===== src/rtl/reset_req_pkg.sv =====
// Shared types for the fabric reset request initiator: FSM states and cause bit layout.
package reset_req_pkg;

  typedef enum logic [2:0] {
    IDLE,
    ASSERT,
    WAIT_HIGH,
    GAP,
    HOLDOFF,
    ERROR
  } state_e;

  localparam int CAUSE_SW   = 0;
  localparam int CAUSE_WDT  = 1;
  localparam int CAUSE_LOCK = 2;
  localparam int CAUSE_W    = 3;

  typedef logic [CAUSE_W-1:0] cause_t;

endpackage


===== src/rtl/reset_lock_filter.sv =====
// PLL lock synchroniser and debounce: the filtered state flips only after FILT_LEN
// consecutive equal synced samples; lock_loss pulses on a filtered 1->0 flip.
module reset_lock_filter
  import reset_req_pkg::*;
#(
  parameter int FILT_LEN = 16
) (
  input  logic clk,
  input  logic rst,
  input  logic pll_lock,
  output logic lock_filt,
  output logic lock_loss
);

  localparam int CNT_W = $clog2(FILT_LEN + 1);

  logic             sync1_q, sync2_q;
  logic             filt_q, filt_d;
  logic             loss_q, loss_d;
  logic [CNT_W-1:0] cnt_q, cnt_d;

  // NOTE: every always_comb output gets a default first, so no path can infer a latch.
  always_comb begin
    filt_d = filt_q;
    loss_d = 1'b0;
    cnt_d  = '0;
    if (sync2_q != filt_q) begin
      if (cnt_q == CNT_W'(FILT_LEN - 1)) begin
        filt_d = sync2_q;
        loss_d = filt_q;
      end else begin
        cnt_d = cnt_q + CNT_W'(1);
      end
    end
  end

  // NOTE: state flops use non-blocking assignments so every flop samples pre-edge values.
  always_ff @(posedge clk or posedge rst) begin
    if (rst) begin
      sync1_q <= 1'b0;
      sync2_q <= 1'b0;
      filt_q  <= 1'b0;
      loss_q  <= 1'b0;
      cnt_q   <= '0;
    end else begin
      sync1_q <= pll_lock;
      sync2_q <= sync1_q;
      filt_q  <= filt_d;
      loss_q  <= loss_d;
      cnt_q   <= cnt_d;
    end
  end

  assign lock_filt = filt_q;
  assign lock_loss = loss_q;

endmodule


===== src/rtl/reset_request_gen.sv =====
// Initiator side of the fabric reset handshake: collects causes, drives EXT_RST_N low,
// tracks FABRIC_RESET_N assert/release with timeout, bounded retry and sticky error.
module reset_request_gen
  import reset_req_pkg::*;
#(
  parameter int LOCK_FILT_LEN = 16,
  parameter int PULSE_LEN     = 8,
  parameter int ACK_TIMEOUT   = 1024,
  parameter int HOLDOFF_LEN   = 32,
  parameter int MAX_RETRY     = 3
) (
  input  logic         CLK,
  input  logic         RST,
  input  logic         PLL_LOCK,
  input  logic         WDT_EXPIRE,
  input  logic         SW_RST_REQ,
  input  logic         FABRIC_RESET_N,
  output logic         EXT_RST_N,
  output logic         BUSY,
  output logic [2:0]   RST_CAUSE,
  output logic [7:0]   RST_COUNT,
  output logic         TIMEOUT_ERR
);

  localparam int CNT_W   = $clog2(ACK_TIMEOUT + 1);
  localparam int RETRY_W = (MAX_RETRY > 0) ? $clog2(MAX_RETRY + 1) : 1;

  state_e             state_q, state_d;
  logic [CNT_W-1:0]   cnt_q, cnt_d;
  logic [RETRY_W-1:0] retry_q, retry_d;
  logic               ext_q, ext_d;
  logic               busy_q, busy_d;
  cause_t             cause_q, cause_d;
  logic [7:0]         count_q, count_d;
  logic               err_q, err_d;
  logic               fab_s1_q, fab_s2_q;
  logic               lock_filt, lock_loss;
  logic               timeout;
  cause_t             req;

  reset_lock_filter #(
    .FILT_LEN (LOCK_FILT_LEN)
  ) u_lock_filter (
    .clk       (CLK),
    .rst       (RST),
    .pll_lock  (PLL_LOCK),
    .lock_filt (lock_filt),
    .lock_loss (lock_loss)
  );

  always_comb begin
    req             = '0;
    req[CAUSE_SW]   = SW_RST_REQ;
    req[CAUSE_WDT]  = WDT_EXPIRE;
    req[CAUSE_LOCK] = lock_loss & ~lock_filt;
  end

  always_comb begin
    state_d = state_q;
    cnt_d   = cnt_q + CNT_W'(1);
    retry_d = retry_q;
    ext_d   = ext_q;
    busy_d  = busy_q;
    cause_d = cause_q;
    count_d = count_q;
    err_d   = err_q;
    timeout = 1'b0;

    unique case (state_q)
      IDLE: begin
        cnt_d = cnt_q;
        if (|req) begin
          state_d = ASSERT;
          ext_d   = 1'b0;
          busy_d  = 1'b1;
          cause_d = req;
          retry_d = '0;
          cnt_d   = CNT_W'(1);
        end
      end
      ASSERT: begin
        // cnt_q is the number of cycles EXT_RST_N has been low, including this one
        if (!fab_s2_q && cnt_q >= CNT_W'(PULSE_LEN)) begin
          state_d = WAIT_HIGH;
          ext_d   = 1'b1;
          cnt_d   = CNT_W'(1);
        end else if (cnt_q == CNT_W'(ACK_TIMEOUT)) begin
          timeout = 1'b1;
        end
      end
      WAIT_HIGH: begin
        if (fab_s2_q) begin
          state_d = HOLDOFF;
          cnt_d   = CNT_W'(1);
          if (count_q != 8'hFF) count_d = count_q + 8'd1;
        end else if (cnt_q == CNT_W'(ACK_TIMEOUT)) begin
          timeout = 1'b1;
        end
      end
      GAP: begin
        if (cnt_q == CNT_W'(PULSE_LEN)) begin
          state_d = ASSERT;
          ext_d   = 1'b0;
          cnt_d   = CNT_W'(1);
        end
      end
      HOLDOFF: begin
        if (cnt_q == CNT_W'(HOLDOFF_LEN)) begin
          state_d = IDLE;
          busy_d  = 1'b0;
        end
      end
      ERROR: begin
        cnt_d = cnt_q;
      end
      default: begin
        state_d = IDLE;
        ext_d   = 1'b1;
        busy_d  = 1'b0;
      end
    endcase

    if (timeout) begin
      ext_d = 1'b1;
      cnt_d = CNT_W'(1);
      if (retry_q < RETRY_W'(MAX_RETRY)) begin
        retry_d = retry_q + RETRY_W'(1);
        state_d = GAP;
      end else begin
        state_d = ERROR;
        err_d   = 1'b1;
      end
    end
  end

  always_ff @(posedge CLK or posedge RST) begin
    if (RST) begin
      state_q  <= IDLE;
      cnt_q    <= '0;
      retry_q  <= '0;
      ext_q    <= 1'b1;
      busy_q   <= 1'b0;
      cause_q  <= '0;
      count_q  <= '0;
      err_q    <= 1'b0;
      fab_s1_q <= 1'b1;
      fab_s2_q <= 1'b1;
    end else begin
      state_q  <= state_d;
      cnt_q    <= cnt_d;
      retry_q  <= retry_d;
      ext_q    <= ext_d;
      busy_q   <= busy_d;
      cause_q  <= cause_d;
      count_q  <= count_d;
      err_q    <= err_d;
      fab_s1_q <= FABRIC_RESET_N;
      fab_s2_q <= fab_s1_q;
    end
  end

  assign EXT_RST_N   = ext_q;
  assign BUSY        = busy_q;
  assign RST_CAUSE   = cause_q;
  assign RST_COUNT   = count_q;
  assign TIMEOUT_ERR = err_q;

endmodule


===== config.mk =====
export PLATFORM = sky130hd
export DESIGN_NAME = reset_request_gen
export DESIGN_NICKNAME = d
export VERILOG_FILES = /design/src/rtl/reset_req_pkg.sv /design/src/rtl/reset_lock_filter.sv /design/src/rtl/reset_request_gen.sv
export SDC_FILE = /design/constraint.sdc
export NUM_CORES = 1
export LEC_CHECK = 0
export ABC_AREA = 1
export ABC_CLOCK_PERIOD_IN_PS = 2550
export CAP_MARGIN = 30
export CORE_ASPECT_RATIO = 1.1
export CORE_UTILIZATION = 35
export DETAILED_ROUTE_END_ITERATION = 10
export PLACE_DENSITY = 0.52
export SYNTH_ARGS = -nofsm -noshare
export SYNTH_HDL_FRONTEND = slang
export SYNTH_SLANG_ARGS = --single-unit

===== constraint.sdc =====
create_clock -name CLK -period 2.55 [get_ports CLK]
set_input_delay 0.6375 -clock CLK [delete_from_list [all_inputs] [get_ports CLK]]
set_output_delay 0.6375 -clock CLK [all_outputs]
set_load 0.005 [all_outputs]

==> results of run 1 <==
[metal layers]
metal / up-vias / track usage [%] / part of all wire, %
li1: 945 / - / -
met1: 835 / 19.1 / 48
met2: 21 / 25.3 / 47
met3: 6 / 2.84 / 2.6
met4: 0 / 5.79 / 1.5
met5: - / 0 / 0
[sequential cells by signal (all words and copies together) (netlist names)]
signal                   cells
u_lock_filter.lock_filt      1
RST_COUNT                    8
TIMEOUT_ERR                  1
state_q                      3
fab_s2_q                     1
u_lock_filter.sync1_q        1
u_lock_filter.cnt_q          5
BUSY                         1
RST_CAUSE                    3
EXT_RST_N                    1
fab_s1_q                     1
cnt_q                       11
u_lock_filter.lock_loss      1
retry_q                      2
u_lock_filter.sync2_q        1
[Yosys cell counts (3+ instances only)]
| master | instances | share of area [%] |
|---|---|---|
| nand3_1 | 25 | 5.5 |
| nand4_1 | 7 | 1.9 |
| nand2_2 | 5 | 1.4 |
| nor2_4 | 5 | 2.5 |
| nor2_2 | 5 | 1.4 |
| inv_2 | 7 | 1.2 |
| inv_1 | 36 | 5.9 |
| o21ai_0 | 13 | 2.9 |
| a21oi_1 | 8 | 1.8 |
| xor2_1 | 10 | 3.9 |
| dfstp_2 | 3 | 3.5 |
| nand2_1 | 50 | 8.3 |
| nor2_1 | 28 | 4.6 |
| nor3_1 | 8 | 1.8 |
| dfrtp_1 | 38 | 42 |
| ha_1 | 5 | 2.8 |
| o21ai_1 | 5 | 1.1 |
[power by group]
part	switching (mW)	internal [mW]	total, mW
Combinational	0.0203	0.0118	0.0321
Sequential	0.00424	0.658	0.662
Clock	0.244	0.394	0.638
[worst max-delay path by stage]
stage / startpoint / depth (start not counted) / endpoint / slack, ns
detailed placement: SW_RST_REQ / 10 / state_q[1]$_DFFE_PP0P_ / 0.40
global route: EXT_RST_N$_DFFE_PP1P_ / 1 / EXT_RST_N / 0.55
global placement: SW_RST_REQ / 10 / cnt_q[0]$_DFFE_PP0P_ / 0.45
floorplan: RST / 1 / BUSY$_DFFE_PP0P_ / 0.97
finish: EXT_RST_N$_DFFE_PP1P_ / 1 / EXT_RST_N / 0.59
CTS: EXT_RST_N$_DFFE_PP1P_ / 1 / EXT_RST_N / 0.58
[cell type report]
type | instances | area share [%]
timing repair buffer | 20 | 7.32
sequential | 41 | 38.1
clock buffer | 5 | 2.55
clock inverter | 3 | 2.55
multi-input combinational | 192 | 39.5
inverter | 44 | 6.21
tap | 80 | 3.71
[per-stage QoR]
| step | hold WS (ns) | setup slack, ns |
|---|---|---|
| after floorplan | 0.331 | 0.971 |
| after global placement | 0.333 | 0.445 |
| after detailed placement | 0.337 | 0.402 |
| after CTS | 0.358 | 0.575 |
| after global routing | 0.364 | 0.547 |
| final | 0.354 | 0.595 |
[cells in the final DEF, fill, tap and decap left out, drive strengths merged, types with 7 or more instances in the layout]
cell | Yosys | layout
a21oi | 9 | 9
clkdlybuf4s50 | 0 | 19
dfrtp | 38 | 38
inv | 44 | 45
nand2 | 57 | 57
nand3 | 27 | 27
nand4 | 7 | 7
nor2 | 39 | 39
nor3 | 9 | 9
o21ai | 18 | 18
xor2 | 10 | 10
[cell families (layout without fill, tap and decap cells)]
logic type      after synthesis  in the layout  share of synthesized area, %
compound gates               31             31                          7.32
simple gates                143            143                          31.6
mux                           2              2                         0.990
flops                        41             41                          45.3
buf+inv                      46             72                          7.81
xor+xnor                     11             11                          4.24
fa+ha+maj                     5              5                          2.75
==> flow_summary_export.csv, run 1 <==
group,metric,value,unit
synth,netlist-cell-type-count,33,
timing,worst_pin_slew,0.508,ns
cts,clk_pin_slew_worst_paths,0.09,ns
timing,finalHoldViolCount,0,
cts,cts_inserted_buffers,5,
route,drc_violations_left,0,
synth,ys_seq_elements,41,
critical_path,setup.worst_path.end_class,"primary output",
synth,total_of_warnings_raised_by_yosys,0,
synth,sequential_cell_area_fraction_in_the_yosys_report,45.3,%
cts,cts_htree_levels,2,
timing,fmax,511,MHz
timing,drv_slew,0,
cts,cts_setup_buffers,0,
timing,worst_clock_skew,0.00707,ns
cts,cts_buffer_depth,2,
global_route,grt-ovfl-total,0,
global_route,grt_antenna_before_repair,0,
route,via_count,1807,
route,postRouteAntennaNets,0,
finish,fin_cells,385,
floorplan,fp-row-count,30,
job,cap_violations,0,
critical_path,timing.critical_path.max_delay_family,"flip-flops",
synth,syn_area_per_cell,8.15,sq um
synth,async_s_r_ff_share_synth,100,%
finish,layout.cell_area.non_filler,0.00270,sq mm
floorplan,fp.dieH,86.6,microns
critical_path,r2r-start,"cnt_q[0]$_DFFE_PP0P_",
critical_path,cpMaxStageDelayCell,"dfstp_2",
critical_path,required,1.91,ns
floorplan,floorplan.die_area,0.00683,sq mm
finish,layout-drive-gt1-share,14.8,%
cts,clockRootBuffer,"clkbuf_8",
global_route,grt_pass1_vias,1736,
critical_path,crit-reg2reg-capture,"cnt_q[5]$_DFFE_PP0P_",
placed_design,portBuffers,19,
finish,finalNetCount,315,
finish,multi_input_area,0.00107,sq mm
pwr,power.total,1.33,mW
synth,syn_nets,290,
floorplan,fp.coreArea,0.00623,sq mm
worst_hold_path,hp-start,"u_lock_filter.sync1_q$_DFF_PP0_",
cts,cts.repair.resized,0,
finish,fill_cells,675,
global_route,groute.usage.overall,15.0,%
cts,worstSkewPairLatency,0.30,ns
floorplan,start_util,36.5,%
timing,final.min_clock_period,1.96,ns
critical_path,cp_max_fo,2,
cts,ctsHoldBuffers,0,
pwr,power.ir.vdd_worst,240,uV
cts,numClockSinks,41,
route,post_drt_via_cell_ratio,4.69,
finish,final-seq-area,0.00103,sq mm
cts,tritoncts,"built",
critical_path,timing.critical_path.from_type,"flip-flop",
floorplan,fp.dieW,78.9,microns
pwr,p_leak,1.29,nW
placed_design,place.detailed.instances,377,
timing,tns,0,ns
critical_path,setup.reg_to_reg.worst_slack,0.81,ns
critical_path,worst-r2r-cell-count,9,
route,firstDrtPassIters,4,
synth,netlist_instances,279,
critical_path,crit_buf_inv,1,
timing,report.final.setup_viol,0,
global_route,grt_pass1_wl,7890,microns
critical_path,worstPathArrival,1.32,ns
finish,postLayoutCoreUtil,43.3,%
critical_path,worstSetupPathType,"reg -> out",
finish,area_delta_synth_final,18.7,%
synth,cell_area_after_synthesis,0.00227,sq mm
timing,rsz_0062_raised_after_global_routing,"false",
placed_design,finalWeightedCongestion,0.779,
finish,num_antenna_cells,0,
worst_hold_path,worst_hold_path_type,"reg -> reg",
global_route,grt_max_degree,42,
timing,worst_slew_margin_rel,66.2,%
critical_path,cp_slowest_stage_delay,0.54,ns
run_status,outcome,"finished clean",
synth,number_of_enable_flip_flop_cells_after_synthesis,0,
placed_design,postPlaceCellArea,0.00256,sq mm
critical_path,cp_cell_sequence,"clkdlybuf4s50_1",
pwr,power_density,493,mW/mm^2
route,dr.first_iter.drc_count,41,
route,wire_per_inst,12.0,microns
worst_hold_path,timing.hold.worst_path_depth,0,
route,routed_wirelength,4630,microns
worst_hold_path,worst_hold_path.endpoint,"u_lock_filter.sync2_q$_DFF_PP0_",
placed_design,hpwl,3400,microns
synth,synth_top_flop_cell,"dfrtp_1",
floorplan,boundaryPins,20,
timing,final.period_utilization,76.7,%
Note: power is estimated with default switching activity, not from simulation.
==> run 2, diff against run 1 <==
--- a/config.mk
+++ b/config.mk
@@ -6,7 +6,7 @@
 export NUM_CORES = 1
 export LEC_CHECK = 0
 export ABC_AREA = 1
-export ABC_CLOCK_PERIOD_IN_PS = 2550
+export ABC_CLOCK_PERIOD_IN_PS = 2000
 export CAP_MARGIN = 30
 export CORE_ASPECT_RATIO = 1.1
 export CORE_UTILIZATION = 35
==> constraint.sdc (replaced) <==
create_clock -name CLK -period 2 [get_ports CLK]
set_input_delay 0.5 -clock CLK [delete_from_list [all_inputs] [get_ports CLK]]
set_output_delay 0.5 -clock CLK [all_outputs]
set_load 0.005 [all_outputs]
==> flow_summary_export.csv, run 2 (synthesis gave the netlist of run 1 again) <==
group,metric,value,unit
critical_path,cp_max_fo,2,
route,drc_violations_left,0,
finish,num_antenna_cells,0,
timing,finalHoldViolCount,0,
global_route,grt_max_degree,42,
route,post_drt_via_cell_ratio,4.73,
floorplan,fp-row-count,30,
critical_path,worstSetupPathType,"reg -> out",
route,routed_wirelength,4560,microns
critical_path,cp_slowest_stage_delay,0.54,ns
route,postRouteAntennaNets,0,
floorplan,fp.dieW,78.9,microns
timing,fmax,545,MHz
timing,final.min_clock_period,1.84,ns
timing,rsz_0062_raised_after_global_routing,"false",
placed_design,portBuffers,19,
timing,worst_pin_slew,0.321,ns
critical_path,timing.critical_path.max_delay_family,"flip-flops",
placed_design,hpwl,3290,microns
route,dr.first_iter.drc_count,91,
timing,worst_slew_margin_rel,78.4,%
cts,ctsHoldBuffers,0,
pwr,net_switching_fraction_of_the_power,25.5,%
critical_path,required,1.50,ns
global_route,grt_pass1_vias,1797,
critical_path,timing.critical_path.from_type,"flip-flop",
cts,cts_inserted_buffers,5,
finish,largest_register_ff_count,11,
pwr,power.total,1.50,mW
route,firstDrtPassIters,4,
global_route,groute.usage.overall,15.3,%
cts,clockRootBuffer,"clkbuf_8",
pwr,share_clk_of_total_power,40.9,%
finish,largest_register,"cnt_q",
timing,worst_clock_skew,0.0134,ns
critical_path,cp_cell_sequence,"clkdlybuf4s50_1",
pwr,cell_internal_pwr,1.12,mW
cts,cts_setup_buffers,0,
global_route,grt_pass1_wl,8030,microns
pwr,p_leak,1.28,nW
timing,report.final.setup_viol,0,
floorplan,start_util,36.5,%
timing,tns,0,ns
cts,cts_htree_levels,2,
pwr,share_comb_of_total_power,3.0,%
cts,worstSkewPairLatency,0.31,ns
finish,mostFrequentLayoutCell,"nand2_1",
critical_path,setup.worst_path.end_class,"primary output",
cts,numClockSinks,41,
placed_design,finalWeightedCongestion,0.825,
floorplan,fp.dieH,86.6,microns
run_status,outcome,"finished clean",
route,wire_per_inst,11.8,microns
global_route,grt-ovfl-total,0,
timing,final.period_utilization,91.8,%
finish,most-common-layout-cells,"nand2_1 (50), dfrtp_1 (38), inv_1 (36)",
critical_path,cpMaxStageDelayCell,"dfstp_2",
critical_path,crit_buf_inv,1,
floorplan,fp.coreArea,0.00623,sq mm
finish,layout-drive-gt1-share,15.3,%
timing,drv_slew,0,
floorplan,boundaryPins,20,
cts,cts_buffer_depth,2,
worst_hold_path,worst_hold_path_type,"reg -> reg",
pwr,p_sw,0.383,mW
critical_path,worstPathArrival,1.34,ns
cts,clk_pin_slew_worst_paths,0.10,ns
finish,finalNetCount,317,
floorplan,floorplan.die_area,0.00683,sq mm
pwr,power.ir.vdd_worst,306,uV
route,via_count,1830,
pwr,power_density,560,mW/mm^2
job,cap_violations,0,
global_route,grt_antenna_before_repair,0,
pwr,seq_power_share,56.1,%
finish,area_delta_synth_final,18.2,%
cts,tritoncts,"built",
cts,cts.repair.resized,0,
[run 2: cell count changes in the layout (fill, tap and decap cells not counted)]
cell / delta
inv_8: +1
buf_12: +1
inv_6: +1
bufinv_16: -2
buf_4: +1
[run 2: layer usage]
layer	up-vias	wire [microns]	GRT usage (%)	share of wire, %
met3	5	152	3.89	3.3
li1	948	-	-	-
met4	0	55	5.79	1.2
met2	33	2040	24.4	45
met1	844	2310	20.1	51
met5	-	0	0	0
[run 2: metrics by stage]
stage	cell area [sq um]	cells	setup slack (ns)	util, %	hold slack (ns)
floorplan	2270	279	0.554	-	0.331
global placement	2590	379	0.104	41.6	0.334
detailed placement	2590	379	0.0504	41.6	0.336
CTS	2690	387	0.147	43.1	0.359
global route	2690	387	0.0947	43.1	0.371
finish	2690	387	0.164	43.1	0.354
[run 2: final timing paths]
path                       depth (start not counted)  slack, ns                          endpoint                       startpoint
setup reg to reg                                   9       0.27             cnt_q[10]$_DFFE_PP0P_             cnt_q[0]$_DFFE_PP0P_
min in group asynchronous                          3       0.55  u_lock_filter.cnt_q[0]$_DFF_PP0_                              RST
max in group asynchronous                          3       1.19                fab_s2_q$_DFF_PP1_                              RST
hold reg to reg                                    0       0.35   u_lock_filter.sync2_q$_DFF_PP0_  u_lock_filter.sync1_q$_DFF_PP0_
setup / recovery                                   1       0.16                         EXT_RST_N            EXT_RST_N$_DFFE_PP1P_
hold / removal                                     0       0.35   u_lock_filter.sync2_q$_DFF_PP0_  u_lock_filter.sync1_q$_DFF_PP0_
[run 2: layout make-up]
| cell class | instances | area, sq um |
|---|---|---|
| timing repair buffer | 22 | 225 |
| fill | 667 | 3540 |
| inverter | 44 | 168 |
| multi-input combinational | 192 | 1070 |
| sequential | 41 | 1030 |
| clock buffer | 5 | 68.8 |
| tap | 80 | 100 |
| clock inverter | 3 | 28.8 |
[run 2: power by group through the flow]
| stage | registers, mW | clock network, mW | logic, mW |
|---|---|---|---|
| global placement | 0.861 | 0 | 0.0469 |
| finish | 0.844 | 0.615 | 0.0449 |
| CTS | 0.844 | 0.647 | 0.0471 |
| floorplan | 0.859 | 0 | 0.0241 |
| detailed placement | 0.860 | 0 | 0.0471 |
| global route | 0.846 | 0.681 | 0.0523 |
==> run 3, diff against run 2 <==
--- a/config.mk
+++ b/config.mk
@@ -7,11 +7,11 @@
 export LEC_CHECK = 0
 export ABC_AREA = 1
 export ABC_CLOCK_PERIOD_IN_PS = 2000
-export CAP_MARGIN = 30
 export CORE_ASPECT_RATIO = 1.1
 export CORE_UTILIZATION = 35
 export DETAILED_ROUTE_END_ITERATION = 10
 export PLACE_DENSITY = 0.52
+export SETUP_SLACK_MARGIN = 0.3
 export SYNTH_ARGS = -nofsm -noshare
 export SYNTH_HDL_FRONTEND = slang
 export SYNTH_SLANG_ARGS = --single-unit
==> flow_summary_export.csv, run 3 (synthesis gave the netlist of run 1 again) <==
group,metric,value,unit
timing,final.period_utilization,82.8,%
global_route,grt_pass1_vias,1842,
critical_path,setup.reg_to_reg.worst_slack,0.39,ns
global_route,groute.usage.overall,15.7,%
cts,tritoncts,"built",
floorplan,start_util,36.5,%
floorplan,fp.dieW,78.9,microns
global_route,grt_max_degree,42,
global_route,grt-ovfl-total,0,
cts,clk_pin_slew_worst_paths,0.09,ns
finish,num_antenna_cells,0,
floorplan,fp.dieH,86.6,microns
pwr,p_leak,1.49,nW
critical_path,crit-reg2reg-capture,"cnt_q[5]$_DFFE_PP0P_",
critical_path,crit_buf_inv,1,
worst_hold_path,timing.hold.worst_path_depth,0,
critical_path,cp_cell_sequence,"clkdlybuf4s50_1",
worst_hold_path,worst_hold_path.endpoint,"u_lock_filter.sync2_q$_DFF_PP0_",
floorplan,fp-row-count,30,
timing,worst_clock_skew,0.0116,ns
route,post_drt_via_cell_ratio,4.80,
finish,area_delta_synth_final,26.2,%
critical_path,setup.worst_path.end_class,"primary output",
cts,numClockSinks,41,
placed_design,finalWeightedCongestion,0.825,
finish,mostFrequentLayoutCell,"nand2_1",
cts,cts_buffer_depth,2,
global_route,grt_pass1_wl,8250,microns
route,dr.first_iter.drc_count,83,
pwr,power_density,523,mW/mm^2
finish,largest_register_ff_count,11,
pwr,power.total,1.50,mW
pwr,power.ir.vdd_worst,307,uV
route,routed_wirelength,4900,microns
route,drc_violations_left,0,
finish,layout-drive-gt1-share,23.1,%
timing,fmax,604,MHz
critical_path,worst-r2r-cell-count,9,
critical_path,worstPathArrival,1.16,ns
timing,fin_ws,0.344,ns
critical_path,r2r-start,"cnt_q[0]$_DFFE_PP0P_",
cts,clockRootBuffer,"clkbuf_8",
global_route,grt_antenna_before_repair,0,
finish,most-common-layout-cells,"nand2_1 (46), dfrtp_1 (36), inv_1 (36)",
run_status,outcome,"finished clean",
finish,largest_register,"cnt_q",
route,firstDrtPassIters,4,
critical_path,timing.critical_path.from_type,"flip-flop",
critical_path,timing.critical_path.max_delay_family,"buffers and inverters",
worst_hold_path,worst_hold_path_type,"reg -> reg",
placed_design,preCtsSetupSlack,0.0504,ns
placed_design,hpwl,3290,microns
floorplan,floorplan.die_area,0.00683,sq mm
route,via_count,1921,
critical_path,cp_slowest_stage_delay,0.50,ns
timing,report.final.setup_viol,0,
finish,finalNetCount,330,
timing,worst_slew_margin_rel,77.9,%
finish,postLayoutCoreUtil,46.1,%
worst_hold_path,hp-start,"u_lock_filter.sync1_q$_DFF_PP0_",
timing,drv_slew,0,
route,wire_per_inst,12.3,microns
floorplan,fp.coreArea,0.00623,sq mm
job,cap_violations,0,
timing,tns,0,ns
critical_path,cpMaxStageDelayCell,"clkdlybuf4s50_1",
timing,finalHoldViolCount,0,
critical_path,required,1.50,ns
critical_path,cp_max_fo,2,
cts,worstSkewPairLatency,0.31,ns
cts,cts_htree_levels,2,
placed_design,portBuffers,19,
critical_path,worstSetupPathType,"reg -> out",
cts,cts_inserted_buffers,5,
timing,rsz_0062_raised_after_global_routing,"true",
route,postRouteAntennaNets,0,
floorplan,boundaryPins,20,
timing,worst_pin_slew,0.330,ns
timing,final.min_clock_period,1.66,ns
==> run 3: cell types whose count changed in the layout (fill, tap and decap cells not counted), moves of 2 or more <==
| cell | before | now |
|---|---|---|
| dlymetal6s2s_1 | 0 | 6 |
| nand2_1 | 50 | 46 |
| dfrtp_1 | 38 | 36 |
| nor2_2 | 5 | 9 |
| dfrtp_2 | 0 | 2 |
| nor2_1 | 28 | 25 |
| nand3_1 | 25 | 23 |
| nand2_2 | 5 | 9 |
| buf_4 | 2 | 12 |
| dlygate4sd2_1 | 0 | 7 |
| clkdlybuf4s50_1 | 19 | 6 |
| nand3_4 | 0 | 2 |
==> run 3: power breakdown <==
group / internal, mW / switching (mW) / leakage [nW] / total (mW)
Sequential: 0.839 / 0.00542 / 0.491 / 0.844
Combinational: 0.0179 / 0.0274 / 0.947 / 0.0454
Clock: 0.264 / 0.348 / 0.0511 / 0.611
Total: 1.12 / 0.380 / 1.49 / 1.50
==> run 3: cell type report <==
class | count | area [sq um]
Sequential cell | 41 | 1030
Clock inverter | 3 | 28.8
Fill cell | 659 | 3360
Inverter | 44 | 168
Tap cell | 80 | 100
Multi-Input combinational cell | 194 | 1160
Timing Repair Buffer | 33 | 318
Clock buffer | 5 | 68.8
==> run 3: worst max-delay path by stage <==
stage / startpoint / endpoint / slack, ns / cells past startpoint
5_1_grt: cnt_q[0]$_DFFE_PP0P_ / cnt_q[4]$_DFFE_PP0P_ / 0.26 / 9
3_5_place_dp: SW_RST_REQ / state_q[1]$_DFFE_PP0P_ / 0.05 / 10
6_report: RST_COUNT[7]$_DFFE_PP0P_ / RST_COUNT[7] / 0.34 / 1
2_1_floorplan: cnt_q[0]$_DFFE_PP0P_ / state_q[0]$_DFFE_PP0P_ / 0.55 / 9
3_3_place_gp: SW_RST_REQ / state_q[0]$_DFFE_PP0P_ / 0.10 / 9
4_1_cts: RST_COUNT[6]$_DFFE_PP0P_ / RST_COUNT[6] / 0.30 / 1
==> run 3: routing by layer <==
metal | vias to the layer above | routed length [microns] | global-route usage, % | share of wire (%)
li1 | 976 | - | - | -
met4 | 0 | 55 | 5.79 | 1.1
met3 | 5 | 185 | 3.89 | 3.8
met1 | 903 | 2360 | 20.4 | 48
met2 | 37 | 2310 | 25.5 | 47
met5 | - | 0 | 0 | 0
==> run 3: stage by stage <==
stage	cell area, sq um	cells	hold slack [ns]
floorplan	2270	279	0.331
global placement	2590	379	0.334
detailed placement	2590	379	0.336
CTS	2740	394	0.359
global route	2870	400	0.371
finish	2870	400	0.354
==> run 3: what timing repair did <==
item,in CTS,in global routing
hold buffers,0,0
pin swaps,1,8
setup endpoints to repair,23,31
resized for setup,9,23
buffers inserted,7,4
cloned,0,2
==> run 3: worst register-to-register path, delay by kind of cell, from the launching register on <==
family	cells	cell delay (ns)
adders and majority gates	1	0.19
buffers and inverters	1	0.11
DFF	1	0.44
and+or+nand+nor	6	0.66
AOI/OAI and AO/OA	1	0.09
